File: config.mk
export PLATFORM = sky130hd
export DESIGN_NAME = debounce_scanner
export DESIGN_NICKNAME = d
export VERILOG_FILES = /design/src/rtl/input_pkg.sv /design/src/rtl/tick_prescaler.sv /design/src/rtl/debounce_scanner.sv
export SDC_FILE = /design/constraint.sdc
export NUM_CORES = 1
export LEC_CHECK = 0
export BUFFER_PORTS_ARGS = -buffer_cell sky130_fd_sc_hd__buf_2
export CAP_MARGIN = 15
export CORE_MARGIN = 1.5
export CORE_UTILIZATION = 35
export DETAILED_ROUTE_END_ITERATION = 6
export PLACE_DENSITY = 0.51
export SETUP_SLACK_MARGIN = 0.4
export SYNTH_ARGS = -nofsm -noshare
export SYNTH_HDL_FRONTEND = slang
export SYNTH_SLANG_ARGS = --single-unit
export TNS_END_PERCENT = 10
File: constraint.sdc
create_clock -name clock -period 3.37 [get_ports clock]
set_input_delay 0.674 -clock clock [delete_from_list [all_inputs] [get_ports clock]]
set_output_delay 0.674 -clock clock [all_outputs]
set_load 0.01 [all_outputs]
File: src/rtl/input_pkg.sv
// -----------------------------------------------------------------------------
// input_pkg
// Shared constants and helpers for the board-interface input blocks
// (debouncers, prescalers and scanners).
//   DEBOUNCE_COUNTER_BITS : default width of a per-channel stability counter
//   DEBOUNCE_TICK_DIV     : default clock cycles per scan slot
//   idx_width(n)          : bits needed to index n items, never less than 1
// -----------------------------------------------------------------------------
package input_pkg;

    localparam int DEBOUNCE_COUNTER_BITS = 5;
    localparam int DEBOUNCE_TICK_DIV     = 16;

    // $clog2(1) is 0, so clamp to 1 to avoid zero-width vectors.
    function automatic int idx_width(input int n);
        return (n > 2) ? $clog2(n) : 1;
    endfunction

endpackage

File: src/rtl/tick_prescaler.sv
// -----------------------------------------------------------------------------
// tick_prescaler
// Free-running divider producing a one-cycle tick every DIV clock cycles.
// The counter runs 0..DIV-1 and tick is high while it holds DIV-1.
// Ports:
//   clock   : system clock
//   reset_n : asynchronous, active-low reset (counter cleared to 0)
//   tick    : high for one cycle out of every DIV
// -----------------------------------------------------------------------------
module tick_prescaler
    import input_pkg::*;
#(
    parameter int DIV = DEBOUNCE_TICK_DIV
) (
    input  logic clock,
    input  logic reset_n,
    output logic tick
);

    localparam int            CW   = idx_width(DIV);
    localparam logic [CW-1:0] LAST = CW'(DIV - 1);

    logic [CW-1:0] r_count;

    // With DIV=1 LAST is 0, so the counter sits at 0 and tick stays high.
    always_ff @(posedge clock or negedge reset_n) begin
        if (!reset_n) begin
            r_count <= '0;
        end else if (r_count == LAST) begin
            r_count <= '0;
        end else begin
            r_count <= r_count + 1'b1;
        end
    end

    assign tick = (r_count == LAST);

endmodule

File: src/rtl/debounce_scanner.sv
// -----------------------------------------------------------------------------
// debounce_scanner
// Time-multiplexed debouncer. A single compare/increment step is shared
// round-robin across CHANNELS synchronized inputs, one channel per prescaler
// tick. A channel's level changes only after 2^COUNTER_BITS consecutive
// services in which its input differed from the current level; any matching
// service restarts its count.
// Ports:
//   clock    : system clock
//   reset_n  : asynchronous, active-low reset
//   in       : raw asynchronous inputs, active-high
//   level    : debounced level per channel
//   pressed  : one-cycle pulse after a debounced 0->1 change
//   released : one-cycle pulse after a debounced 1->0 change
//   scan_idx : channel serviced on the next tick (debug)
// -----------------------------------------------------------------------------
module debounce_scanner
    import input_pkg::*;
#(
    parameter int CHANNELS     = 4,
    parameter int COUNTER_BITS = DEBOUNCE_COUNTER_BITS,
    parameter int TICK_DIV     = DEBOUNCE_TICK_DIV
) (
    input  logic                             clock,
    input  logic                             reset_n,
    input  logic [CHANNELS-1:0]              in,
    output logic [CHANNELS-1:0]              level,
    output logic [CHANNELS-1:0]              pressed,
    output logic [CHANNELS-1:0]              released,
    output logic [idx_width(CHANNELS)-1:0]   scan_idx
);

    localparam int            IW       = idx_width(CHANNELS);
    localparam logic [IW-1:0] LAST_IDX = IW'(CHANNELS - 1);

    logic [CHANNELS-1:0]                   r_sync1;
    logic [CHANNELS-1:0]                   r_sync2;
    logic [CHANNELS-1:0]                   r_level;
    logic [CHANNELS-1:0]                   r_pressed;
    logic [CHANNELS-1:0]                   r_released;
    logic [CHANNELS-1:0][COUNTER_BITS-1:0] r_count;
    logic [IW-1:0]                         r_scan_idx;

    logic                                  w_tick;
    logic [CHANNELS-1:0]                   w_service;
    logic [CHANNELS-1:0]                   w_differs;
    logic [CHANNELS-1:0]                   w_saturated;

    tick_prescaler #(
        .DIV     (TICK_DIV)
    ) u_prescaler (
        .clock   (clock),
        .reset_n (reset_n),
        .tick    (w_tick)
    );

    // Two-flop synchronizer; r_sync2 is the only consumer-visible copy of in.
    always_ff @(posedge clock or negedge reset_n) begin
        if (!reset_n) begin
            r_sync1 <= '0;
            r_sync2 <= '0;
        end else begin
            r_sync1 <= in;
            r_sync2 <= r_sync1;
        end
    end

    // Round-robin pointer; explicit wrap so non-power-of-2 counts never
    // visit an index past CHANNELS-1.
    always_ff @(posedge clock or negedge reset_n) begin
        if (!reset_n) begin
            r_scan_idx <= '0;
        end else if (w_tick) begin
            r_scan_idx <= (r_scan_idx == LAST_IDX) ? '0 : r_scan_idx + 1'b1;
        end
    end

    // Per-channel decode of the shared compare step.
    generate
        for (genvar gi = 0; gi < CHANNELS; gi++) begin : g_chan
            assign w_service[gi]   = w_tick && (r_scan_idx == IW'(gi));
            assign w_differs[gi]   = r_sync2[gi] ^ r_level[gi];
            assign w_saturated[gi] = &r_count[gi];
        end
    endgenerate

    // All-ones count is terminal: the next differing service accepts the new
    // level instead of wrapping. Pulses default low, so they last one cycle.
    always_ff @(posedge clock or negedge reset_n) begin
        if (!reset_n) begin
            r_count    <= '0;
            r_level    <= '0;
            r_pressed  <= '0;
            r_released <= '0;
        end else begin
            r_pressed  <= '0;
            r_released <= '0;
            for (int c = 0; c < CHANNELS; c++) begin
                if (w_service[c]) begin
                    if (!w_differs[c]) begin
                        r_count[c] <= '0;
                    end else if (!w_saturated[c]) begin
                        r_count[c] <= r_count[c] + 1'b1;
                    end else begin
                        r_count[c]    <= '0;
                        r_level[c]    <= r_sync2[c];
                        r_pressed[c]  <= r_sync2[c];
                        r_released[c] <= ~r_sync2[c];
                    end
                end
            end
        end
    end

    assign level    = r_level;
    assign pressed  = r_pressed;
    assign released = r_released;
    assign scan_idx = r_scan_idx;

endmodule

# Word-level counts from Yosys, hierarchy flattened
# Cells that the tools add are included.
# totals
regBits	46
latchBits	0
mem_bits_rw	0
romBits	0
in_bits	6
output_inout_bits	14
wordCells	79
n_memories	0
# op_classes
n_addsub	6
n_mul	0
div_mod_pow	0
order_cmp	0
eq_ne	4
shift	0
n_mux	34
bitwise	8
reduce_logical	13
# op_table
operator	count
2-to-1 mux 5 bit	8
AND reduction 7 bit	4
2-to-1 mux 1 bit	24
adder 5 x 1 -> 5 bit, second input constant	4
AND reduction 5 bit	4
adder 4 x 1 -> 4 bit, second input constant	1
== test 2 bit, second input constant	2
== test 4 bit, second input constant	1
logical AND 1 bit	4
2-to-1 mux 4 bit	1
inverter 1 bit	4
bitwise XOR 1 bit	4
adder 2 x 1 -> 2 bit, second input constant	1
== test 2 x 1 -> 1 bit, second input constant	1
zero test 2 bit	1
2-to-1 mux 2 bit	1

# Depth between registers and ports, before layout
# depth
word_depth	4
ltp_mapped	6
depth_no_buf	6

# Hierarchy
# From an unflattened synthesis, not the netlist that was laid out.
# hier_totals
hier_cells	178
hier_area_um2	2088.3
# by_module_without_submodules
module	instances	cells_per_inst	area_per_inst_um2	seq_area_each_um2
debounce_scanner	1	165	1919.3	1051.0
tick_prescaler	1	13	168.9	100.1

# Worst setup path after synthesis
# OpenSTA, ideal clock, no wires.
# synth_path
kind	register to register
start	reg r_count[0] (netlist name)
end	reg r_count[3] (netlist name)
setup_time_ns	0.079
t_arrival_ns	1.594
t_required_ns	3.291
slack_ns	1.696
stages_incl_launch_ff	6
n_path_buf	0
path_cell_list	dfrtp_1 -> ha_1 -> and3_1 -> ha_1 -> or4b_1 -> mux2i_1
# synth_between
elab_chain_cells	3
elab_cells_between_ends	4
cone_classes	add/sub: 1; mux: 2; reduce/logical: 1
# synth_rtl
item	line_no	text
start: declaration	debounce_scanner.sv:41	logic [CHANNELS-1:0][COUNTER_BITS-1:0] r_count;
start signal: indexed assignment	debounce_scanner.sv:103	r_count[c] <= r_count[c] + 1'b1;
adder 5 x 1 -> 5 bit or AND reduction 5 bit (tied branches)	debounce_scanner.sv:103, debounce_scanner.sv:83	
2-to-1 mux 5 bit *	debounce_scanner.sv:102	end else if (!w_saturated[c]) begin
2-to-1 mux 5 bit *	debounce_scanner.sv:100	if (!w_differs[c]) begin
# Mark *: on every way between the ends. The rest lies on a longest branch, timed or not.
# A chain may end at the register's enable or synchronous reset.

# Worst setup path in the final report
# layout_path
start	reg u_prescaler.r_count[0]
end	reg r_count[3] (netlist name)
# layout_between
elab_chain_cells	2
# layout_rtl
item	line_no	text
start: declaration	tick_prescaler.sv:23	logic [CW-1:0] r_count;
start signal: assignment	tick_prescaler.sv:32	r_count <= r_count + 1'b1;
== test 4 bit	tick_prescaler.sv:36	assign tick = (r_count == LAST);
logical AND 1 bit	debounce_scanner.sv:81	assign w_service[gi] = w_tick && (r_scan_idx == IW'(gi));
# No other way between the ends.

==> results.yml <==
min_path:
  min_path_cells: 0
  worstHoldPathType: "flop to flop"
  timing.hold.worst.start: "r_sync1[0]$_DFF_PN0_"
  timing.hold.worst_endpoint: "r_sync2[0]$_DFF_PN0_"
global_routing:
  grt_start_max_net_pins: 47
  grt.total_usage: 0.125
  grt_pass1_vias: 1366
  globalRoute.totalOverflow: 0
  grt_first_pass_wirelength_um: 6200
  grt_antenna_before_repair: 0
sta:
  final.hold.worst_slack_ns: 0.353
  worstMarginPinSlew_ns: 0.998
  clock.fmax_mhz: 522
  finalClockSkew_ns: 0.00620
  unrepaired_setup_endpoints_after_global_routing: "no"
  final.setup.tns_ns: 0
  finalHoldViolCount: 0
  slew_viol_final: 0
  number_of_endpoints_failing_setup_at_the_final_stage: 0
  slew_headroom: 0.334
  timing.final.crit_share: 0.568
  fin_crit_ns: 1.91
pwr:
  p_leak_nw: 1.13
  ir_drop_v: 0.000185
  power.density_cell_area_nw_per_um2: 398
clock_network:
  cts_resized: 0
  numClockSinks: 46
  cts_made_buffers: 5
  clock_latency_ns: 0.28
  cts_hold_repair_buffers: 0
  h_tree_level_count: 2
  cts_root_buffer: "clkbuf_8"
  post-cts-setup-buffers: 0
  cts_tree: "done"
  max_clock_buf_depth: 2
  clk_pin_slew_ns: 0.08
place:
  placement.cell_area_um2: 2220
  detailedPlacementHpwl_um: 2500
  placement.io_buffers: 19
  final_estimated_routing_congestion_in_global_placement: 0.798
  post-place-cells: 253
drt:
  routed_wirelength_um: 3500
  remaining_drc_errors: 0
  post_drt_wl_per_cell_um: 13.4
  drt_iter0_drc: 59
  num_vias: 1366
  via_per_inst: 5.23
  drt-pass1-iter-count: 4
  antenna_left: 0
run:
  maxCapViolations: 0
status:
  outcome: "completed"
die:
  initial_utilization: 0.368
  chipWidth_um: 79.5
  fp.dieArea_um2: 6320
  coreArea_um2: 5570
  height_of_the_die_um: 79.5
  std_cell_rows: 27
  io-pin-count: 20
worst_setup_path:
  worst_path_arrival_time_ns: 2.12
  timing.critical_path.required_ns: 3.58
  cells_on_worst_reg2reg_path: 4
  path_max_fanout: 12
  setup.reg_to_reg.worst_slack_ns: 1.46
  crit-reg2reg-capture: "r_count[3]$_DFFE_PN0P_"
  worstSetupStartpointType: "flop"
  r2r_start: "u_prescaler.r_count[0]$_DFF_PN0_"
  critPathCaptureType: "flop"
  timing_worst_setup_path_type: "flop to flop"
synth:
  synth_fp_nets: 184
  synth_cell_type_count: 26
  synth_sequential_area_ratio: 0.562
  postSynthRegisterBits: 46
  netlist_area_before_placement_um2: 2050
  synthesis.yosys.warnings: 0
  synth_cells: 165
  syn-mean-instance-area_um2: 12.4
finish:
  most-common-layout-cells: "dfrtp_1 (46), buf_2 (19), ha_1 (13)"
  antennaDiodeCount: 0
  layout.cells.most_common: "dfrtp_1"
  post-route-cell-area_um2: 2310
  cell_count_final_fillers_out: 261
  layout-drive-gt1-share: 0.201
  post_layout_nets: 207
  flow.area_growth_from_synthesis_pct: 12.9
-- synthesized netlist by cell type --
| library cell | number | area, um^2 |
|---|---|---|
| xor2_2 | 1 | 16.3 |
| a31oi_1 | 3 | 18.8 |
| nand2_1 | 8 | 30.0 |
| nand3_1 | 10 | 50.1 |
| xnor2_1 | 3 | 26.3 |
| a22o_1 | 10 | 87.6 |
| and3_1 | 7 | 43.8 |
| mux2i_1 | 2 | 20.0 |
| xor2_1 | 1 | 8.76 |
| inv_1 | 5 | 18.8 |
| nor3_1 | 4 | 20.0 |
| dfrtp_1 | 46 | 1150 |
| a21oi_1 | 1 | 5.00 |
| buf_2 | 3 | 15.0 |
| and4_1 | 4 | 35.0 |
| nor4b_1 | 2 | 17.5 |
| nand4_1 | 5 | 31.3 |
| o31ai_1 | 6 | 45.0 |
| or4b_1 | 1 | 10.0 |
| nor2b_1 | 4 | 25.0 |
| mux2_2 | 10 | 113 |
| nor2_1 | 3 | 11.3 |
| ha_1 | 13 | 163 |
| o21ai_0 | 4 | 20.0 |
| nor3b_1 | 8 | 60.1 |
| a21o_1 | 1 | 7.51 |
-- stage by stage --
step                power [W]  setup slack, ns  utilization
finish               0.000921             1.46        0.415
detailed placement   0.000598             1.46        0.398
global placement     0.000596             1.61        0.398
CTS                  0.000941             1.45        0.415
global route         0.000968             1.31        0.415
floorplan            0.000581             1.70            -
-- area by class of cell --
type / count / area, um^2
clock buffers: 6 / 82.6
clock inverters: 2 / 12.5
fillers: 527 / 3260
inverters: 5 / 18.8
multi-input cells: 111 / 865
flip-flops and latches: 46 / 1150
well taps: 72 / 90.1
repair buffers: 19 / 95.1
-- per-layer routing --
layer | GRT usage | routed length (um)
met5 | 0 | 0
met4 | 0.0316 | 15
met3 | 0.0309 | 136
met2 | 0.215 | 1710
met1 | 0.156 | 1640
-- critical path, cell delays in order (launching register included) --
cell,delay (ns)
dfrtp_1,0.40
ha_1,0.41
nand4_1,0.32
or4b_1,0.57
mux2i_1,0.13
-- cells by family (layout without fill, tap and decap cells) --
kind of cell	Yosys count	in the layout	share of synthesized area
xor+xnor	5	5	0.0250
buf+inv	8	32	0.0165
mux	12	12	0.0647
simple gates	56	56	0.163
compound gates	25	25	0.0897
fa+ha+maj	13	13	0.0794
flops	46	46	0.562
-- worst max-delay path by stage --
stage,slack [ns],endpoint,startpoint,cells after the start
2_1_floorplan,1.70,r_count[3]$_DFFE_PN0P_,r_count[0]$_DFFE_PN0P_,5
3_3_place_gp,1.61,r_count[3]$_DFFE_PN0P_,u_prescaler.r_count[0]$_DFF_PN0_,4
3_5_place_dp,1.46,r_count[3]$_DFFE_PN0P_,u_prescaler.r_count[0]$_DFF_PN0_,4
4_1_cts,1.45,r_count[3]$_DFFE_PN0P_,u_prescaler.r_count[0]$_DFF_PN0_,4
5_1_grt,1.31,r_count[3]$_DFFE_PN0P_,u_prescaler.r_count[0]$_DFF_PN0_,4
6_report,1.46,r_count[3]$_DFFE_PN0P_,u_prescaler.r_count[0]$_DFF_PN0_,4
-- sequential cells by signal (all words and copies together), names as in the netlist --
| register | flops |
|---|---|
| level | 4 |
| pressed | 4 |
| r_count | 20 |
| r_sync1 | 4 |
| r_sync2 | 4 |
| released | 4 |
| scan_idx | 2 |
| u_prescaler.r_count | 4 |
-- report_power, final --
group / switching (W) / total [W] / leakage, nW / internal [W]
Sequential: 0.00000515 / 0.000563 / 0.603 / 0.000558
Combinational: 0.0000155 / 0.0000221 / 0.485 / 0.00000657
Clock: 0.000171 / 0.000336 / 0.0472 / 0.000165
Total: 0.000192 / 0.000921 / 1.13 / 0.000729
(Power assumes the default switching activity.)
